==> src/rtl/alu_ctrl_pkg.sv <==
// Shared encodings for the ALU control sequencer: ALU control codes,
// R-type funct values, main-decoder alu_op classes, FSM state and the
// decoded-op payload passed from the funct decoder to the sequencer.
package alu_ctrl_pkg;

    localparam int unsigned ENC_W = 3;  // native width of the ALU codes
    localparam int unsigned CNT_W = 4;  // latency counter width

    // ALU control encodings (zero-extended to CTRL_W at the top)
    localparam logic [ENC_W-1:0] ALU_ADD = 3'd0;
    localparam logic [ENC_W-1:0] ALU_OR  = 3'd1;
    localparam logic [ENC_W-1:0] ALU_SUB = 3'd2;
    localparam logic [ENC_W-1:0] ALU_SLT = 3'd3;
    localparam logic [ENC_W-1:0] ALU_AND = 3'd4;
    localparam logic [ENC_W-1:0] ALU_MUL = 3'd5;
    localparam logic [ENC_W-1:0] ALU_DIV = 3'd6;

    // R-type function field values
    localparam logic [5:0] FUNCT_ADD = 6'h20;
    localparam logic [5:0] FUNCT_SUB = 6'h22;
    localparam logic [5:0] FUNCT_AND = 6'h24;
    localparam logic [5:0] FUNCT_OR  = 6'h25;
    localparam logic [5:0] FUNCT_SLT = 6'h2A;
    localparam logic [5:0] FUNCT_MUL = 6'h18;
    localparam logic [5:0] FUNCT_DIV = 6'h1A;

    // Main-decoder ALU op classes
    localparam logic [1:0] ALUOP_ADD   = 2'b00;
    localparam logic [1:0] ALUOP_SUB   = 2'b01;
    localparam logic [1:0] ALUOP_RTYPE = 2'b10;
    localparam logic [1:0] ALUOP_OR    = 2'b11;

    typedef enum logic [1:0] {
        ST_IDLE  = 2'd0,
        ST_BUSY  = 2'd1,
        ST_VALID = 2'd2
    } state_e;

    // Decoded op: control code, multi-cycle flag, latency, illegal flag
    typedef struct packed {
        logic [ENC_W-1:0] ctrl;
        logic             is_multi;
        logic [CNT_W-1:0] lat;
        logic             illegal;
    } dec_t;

endpackage

==> src/rtl/alu_ctrl_seq_decode.sv <==
// Combinational {alu_op, funct} decoder.
// Ports:
//   alu_op  in   2      main-decoder ALU op class
//   funct   in   6      R-type function field
//   dec     out  dec_t  control code, multi-cycle flag, latency, illegal
module alu_funct_decode
    import alu_ctrl_pkg::*;
#(
    parameter int unsigned MUL_LAT   = 4,
    parameter int unsigned DIV_LAT   = 8,
    parameter int unsigned EN_MULDIV = 1
) (
    input  logic [1:0] alu_op,
    input  logic [5:0] funct,
    output dec_t       dec
);

    // Unknown functs fall back to ADD and raise illegal
    always_comb begin
        dec          = '0;
        dec.ctrl     = ALU_ADD;
        unique case (alu_op)
            ALUOP_ADD: dec.ctrl = ALU_ADD;
            ALUOP_SUB: dec.ctrl = ALU_SUB;
            ALUOP_OR:  dec.ctrl = ALU_OR;
            default: begin
                unique case (funct)
                    FUNCT_ADD: dec.ctrl = ALU_ADD;
                    FUNCT_SUB: dec.ctrl = ALU_SUB;
                    FUNCT_AND: dec.ctrl = ALU_AND;
                    FUNCT_OR:  dec.ctrl = ALU_OR;
                    FUNCT_SLT: dec.ctrl = ALU_SLT;
                    FUNCT_MUL: begin
                        if (EN_MULDIV != 0) begin
                            dec.ctrl     = ALU_MUL;
                            dec.is_multi = 1'b1;
                            dec.lat      = CNT_W'(MUL_LAT);
                        end else begin
                            dec.illegal  = 1'b1;
                        end
                    end
                    FUNCT_DIV: begin
                        if (EN_MULDIV != 0) begin
                            dec.ctrl     = ALU_DIV;
                            dec.is_multi = 1'b1;
                            dec.lat      = CNT_W'(DIV_LAT);
                        end else begin
                            dec.illegal  = 1'b1;
                        end
                    end
                    default:   dec.illegal = 1'b1;
                endcase
            end
        endcase
    end

endmodule

==> src/rtl/alu_ctrl_seq.sv <==
// Registered, handshaked ALU control sequencer. Decodes {alu_op, funct}
// into an ALU control word, holds it for the op's full latency and
// supports multi-cycle MUL/DIV.
// Ports:
//   clk        in   1       clock, rising edge
//   rst_n      in   1       asynchronous active-low reset
//   flush      in   1       synchronous abort of in-flight op
//   in_valid   in   1       upstream op valid
//   in_ready   out  1       block can accept an op this cycle (combinational)
//   alu_op     in   2       main-decoder ALU op class
//   funct      in   6       R-type function field
//   out_valid  out  1       alu_ctrl/illegal valid for execute stage
//   out_ready  in   1       execute stage consumes result
//   alu_ctrl   out  CTRL_W  ALU control word
//   busy       out  1       multi-cycle unit active
//   illegal    out  1       accepted op decoded as illegal
module alu_ctrl_seq
    import alu_ctrl_pkg::*;
#(
    parameter int unsigned CTRL_W    = 4,
    parameter int unsigned MUL_LAT   = 4,
    parameter int unsigned DIV_LAT   = 8,
    parameter int unsigned EN_MULDIV = 1
) (
    input  logic              clk,
    input  logic              rst_n,
    input  logic              flush,
    input  logic              in_valid,
    output logic              in_ready,
    input  logic [1:0]        alu_op,
    input  logic [5:0]        funct,
    output logic              out_valid,
    input  logic              out_ready,
    output logic [CTRL_W-1:0] alu_ctrl,
    output logic              busy,
    output logic              illegal
);

    // Elaboration-time parameter checks
    if (CTRL_W < ENC_W) begin : g_bad_ctrl_w
        $error("alu_ctrl_seq: CTRL_W must be >= 3");
    end
    if (MUL_LAT < 2 || MUL_LAT > 15) begin : g_bad_mul_lat
        $error("alu_ctrl_seq: MUL_LAT must be in 2..15");
    end
    if (DIV_LAT < 2 || DIV_LAT > 15) begin : g_bad_div_lat
        $error("alu_ctrl_seq: DIV_LAT must be in 2..15");
    end

    state_e              state_q, state_d;
    logic [CNT_W-1:0]    cnt_q, cnt_d;
    logic [CTRL_W-1:0]   ctrl_q, ctrl_d;
    logic                illegal_q, illegal_d;
    logic                multi_q, multi_d;
    logic                out_valid_q, out_valid_d;
    logic                busy_q, busy_d;
    logic                in_ready_c;
    logic                accept_c;
    dec_t                dec;

    alu_funct_decode #(
        .MUL_LAT   (MUL_LAT),
        .DIV_LAT   (DIV_LAT),
        .EN_MULDIV (EN_MULDIV)
    ) u_decode (
        .alu_op (alu_op),
        .funct  (funct),
        .dec    (dec)
    );

    // Handshake: accept in IDLE, or in VALID when the result drains this cycle
    always_comb begin
        in_ready_c = ~flush & ((state_q == ST_IDLE) |
                               ((state_q == ST_VALID) & out_ready));
        accept_c   = in_valid & in_ready_c;
    end

    // State and datapath registers
    always_ff @(posedge clk or negedge rst_n) begin
        if (!rst_n) begin
            state_q     <= ST_IDLE;
            cnt_q       <= '0;
            ctrl_q      <= CTRL_W'(ALU_ADD);
            illegal_q   <= 1'b0;
            multi_q     <= 1'b0;
            out_valid_q <= 1'b0;
            busy_q      <= 1'b0;
        end else begin
            state_q     <= state_d;
            cnt_q       <= cnt_d;
            ctrl_q      <= ctrl_d;
            illegal_q   <= illegal_d;
            multi_q     <= multi_d;
            out_valid_q <= out_valid_d;
            busy_q      <= busy_d;
        end
    end

    // Next state and latency counter; an accept is handled the same from IDLE or VALID
    always_comb begin
        state_d = state_q;
        cnt_d   = cnt_q;
        if (flush) begin
            state_d = ST_IDLE;
            cnt_d   = '0;
        end else if (accept_c) begin
            if (dec.is_multi) begin
                // LAT-2 so that out_valid rises exactly LAT cycles after accept
                state_d = ST_BUSY;
                cnt_d   = dec.lat - CNT_W'(2);
            end else begin
                state_d = ST_VALID;
            end
        end else begin
            unique case (state_q)
                ST_BUSY: begin
                    if (cnt_q != '0) begin
                        cnt_d = cnt_q - CNT_W'(1);
                    end else begin
                        state_d = ST_VALID;
                    end
                end
                ST_VALID: begin
                    if (out_ready) begin
                        state_d = ST_IDLE;
                    end
                end
                default: ;
            endcase
        end
    end

    // Output register inputs: control word captured at accept, flags from next state
    always_comb begin
        ctrl_d    = ctrl_q;
        illegal_d = illegal_q;
        multi_d   = multi_q;
        if (accept_c) begin
            ctrl_d    = CTRL_W'(dec.ctrl);
            illegal_d = dec.illegal;
            multi_d   = dec.is_multi;
        end
        out_valid_d = (state_d == ST_VALID);
        busy_d      = (state_d == ST_BUSY) | ((state_d == ST_VALID) & multi_d);
    end

    assign in_ready  = in_ready_c;
    assign out_valid = out_valid_q;
    assign alu_ctrl  = ctrl_q;
    assign busy      = busy_q;
    assign illegal   = illegal_q;

endmodule
==> config.mk <==
export PLATFORM = sky130hd
export DESIGN_NAME = alu_ctrl_seq
export DESIGN_NICKNAME = d
export VERILOG_FILES = /design/src/rtl/alu_ctrl_pkg.sv /design/src/rtl/alu_ctrl_seq_decode.sv /design/src/rtl/alu_ctrl_seq.sv
export SDC_FILE = /design/constraint.sdc
export NUM_CORES = 1
export LEC_CHECK = 0
export BUFFER_PORTS_ARGS = -buffer_cell sky130_fd_sc_hd__buf_2
export CORE_UTILIZATION = 51
export DETAILED_ROUTE_END_ITERATION = 6
export PLACE_DENSITY_LB_ADDON = 0.08
export SYNTH_ARGS = -nofsm -noshare
export SYNTH_HDL_FRONTEND = slang
export SYNTH_SLANG_ARGS = --single-unit
==> constraint.sdc <==
create_clock -name clk -period 2.5 [get_ports clk]
set_input_delay 0.375 -clock clk [delete_from_list [all_inputs] [get_ports clk]]
set_output_delay 0.375 -clock clk [all_outputs]
set_load 0.05 [all_outputs]
==> metrics <==
worst-path fanout max 5; CTS tree built; crit share post-route 0.769; layout cells sized above 1 0.221; fin nets 132; status finished clean; CTS Buffer Depth 2; htree depth 1; reg2reg setup slack 0.60 ns; top_reg_cell synth dfrtp_1; clock sink count 13; synthesized area roughly 850 um^2; row count 14; initial antenna violation count 0; syn nets 110; Leakage just under 0.5 nW; Power Total 0.540 mW; Post-Place Cells 124; flops & latches, synth 13; worst setup path class reg2out; PwrDens 549 nW/um^2; CP arrival 1.55 ns; RSZ-0062 raised after global routing false; Finish-stage setup viols 0; port bufs 19; Tightest Pin Transition 0.660 ns; pre-CTS WS roughly 0.6 ns; via count 751; Async SR Flop Fraction 1.00; area of the core around 1500 um^2; Antenna Cells 0; skew final 0.00425 ns; area of placed instances between 900 and 1000 um^2; clock root cell clkbuf_4; setup ws final 0.578 ns; CP Capture Type primary output; Slew HR 0.554; total die area 1830 um^2; Max Cap Viol 0; Routed WL around 1700 um; Chip Height 42.8 um; total gr overflow 0; latest clock arrival within the worst-skew pair about 0.28 ns; TritonCTS Buffers 3; pins over their slew limit 0; register area share after synthesis 0.383; Finished Layout Cells 129; Fin Setup TNS 0 ns; Final HPWL DP 1350 um; share of the synthesized area in the top cell type 0.383; VDD IR max 0.000291 V; synth top area cells dfrtp_1 38%, ha_1 7.4%, inv_1 3.5%, nand2_1 3.1%, a22o_1 3.1%; Ports 21; Reg clk slew, reported paths 0.08 ns; WHS 0.352 ns; post-cts hold buffer count 1; Die X 42.8 um; CTS resizes 0; GP Congestion 0.851; Initial Util 0.557; vias in the first global route roughly 690; fin area 985 um^2; GRT Overall Usage 0.211; DR vias/cell 5.82; Synth top cells by count 13 x dfrtp_1, 8 x inv_1, 7 x nand2_1; # Post-CTS Setup Buffers 0; Netlist cell types 41; Final Hold Fails 0; Avg Synthesized Cell Area ~9.2 um^2; area grow syn2layout 16.1%; Post-route DRC 0; drt first pass iters 3; Initial DRC Count 12; Synth Warn # 0; Final Critical Period around 1.9 ns; final core utilization 0.646; largest area contributor in the netlist dfrtp_1; Routed Antenna Nets 0; WP data required 2.12 ns; largest net degree at the start of global routing 14; Fmax 520 MHz; EDFF count, synth 0; critical path launch point type flip-flop; Mapped Cells 92; drt wl/cell 13.0 um; most common cell in the netlist dfrtp_1; HP Class in2reg; first-pass GRT wire length ~3000 um
[cell usage in the layout (no fill, tap or decap), types with 3 or more instances in the layout]
cell type / netlist / routed
buf_2: 1 / 19
dfrtp_1: 13 / 13
inv_1: 8 / 8
nand2_1: 7 / 7
nor2_1: 6 / 6
a21oi_1: 5 / 5
ha_1: 5 / 5
nor2b_1: 4 / 4
a21o_1: 3 / 3
nor3b_1: 3 / 3
nor3_1: 3 / 3
a22o_1: 3 / 3
clkbuf_4: 0 / 3
[path summary, 6_finish.rpt]
kind,startpoint,cells past startpoint,to
setup / recovery,state_q[0],5,in_ready
min in group asynchronous,rst_n,2,state_q[1]
hold / removal,alu_op[1],3,alu_ctrl[0]
max in group asynchronous,rst_n,2,cnt_q[3]
hold reg to reg,alu_ctrl[0],2,alu_ctrl[0]
setup reg to reg,cnt_q[0],6,busy
[cells by family (layout without fill, tap and decap cells)]
logic type	Yosys count	in the layout	share of synthesized area
compound gates	24	24	0.212
flops	13	13	0.383
mux	2	2	0.0251
simple gates	35	35	0.236
other cells	1	1	0.00442
fa+ha+maj	5	5	0.0737
xor+xnor	1	1	0.0103
buf+inv	11	32	0.0546
[registers in the layout (all words and copies together), names as in the netlist]
name / cells
alu_ctrl: 3
busy: 1
cnt_q: 4
illegal: 1
multi_q: 1
out_valid: 1
state_q: 2
[worst max-delay path: stages (launching register included)]
cell	delay, ns
dfrtp_1	0.39
inv_1	0.14
ha_1	0.18
a21o_1	0.17
nor2b_1	0.13
buf_2	0.26
[cell type report]
cell class              instances  area, um^2
clock buffers                   3        22.5
repair buffers                 20         105
clock inverters                 1        5.00
flip-flops and latches         13         325
inverters                       8        30.0
fillers                       136         539
multi-input cells              68         477
well taps                      16        20.0
[layer usage]
layer / vias to the layer above / global-route usage / wire length, um
li1: 375 / - / -
met1: 356 / 0.300 / 802
met2: 18 / 0.330 / 805
met3: 2 / 0.0383 / 61
met4: 0 / 0.0563 / 10
met5: - / 0 / 0
[power breakdown]
| part | leakage [nW] | internal (mW) | switching [mW] | total, mW |
|---|---|---|---|---|
| logic | 0.307 | 0.0594 | 0.104 | 0.163 |
| registers | 0.171 | 0.231 | 0.0161 | 0.247 |
| clock network | 0.0177 | 0.0593 | 0.0712 | 0.131 |
| total | 0.496 | 0.349 | 0.191 | 0.540 |
No activity file was read; power rests on OpenSTA's default activity.
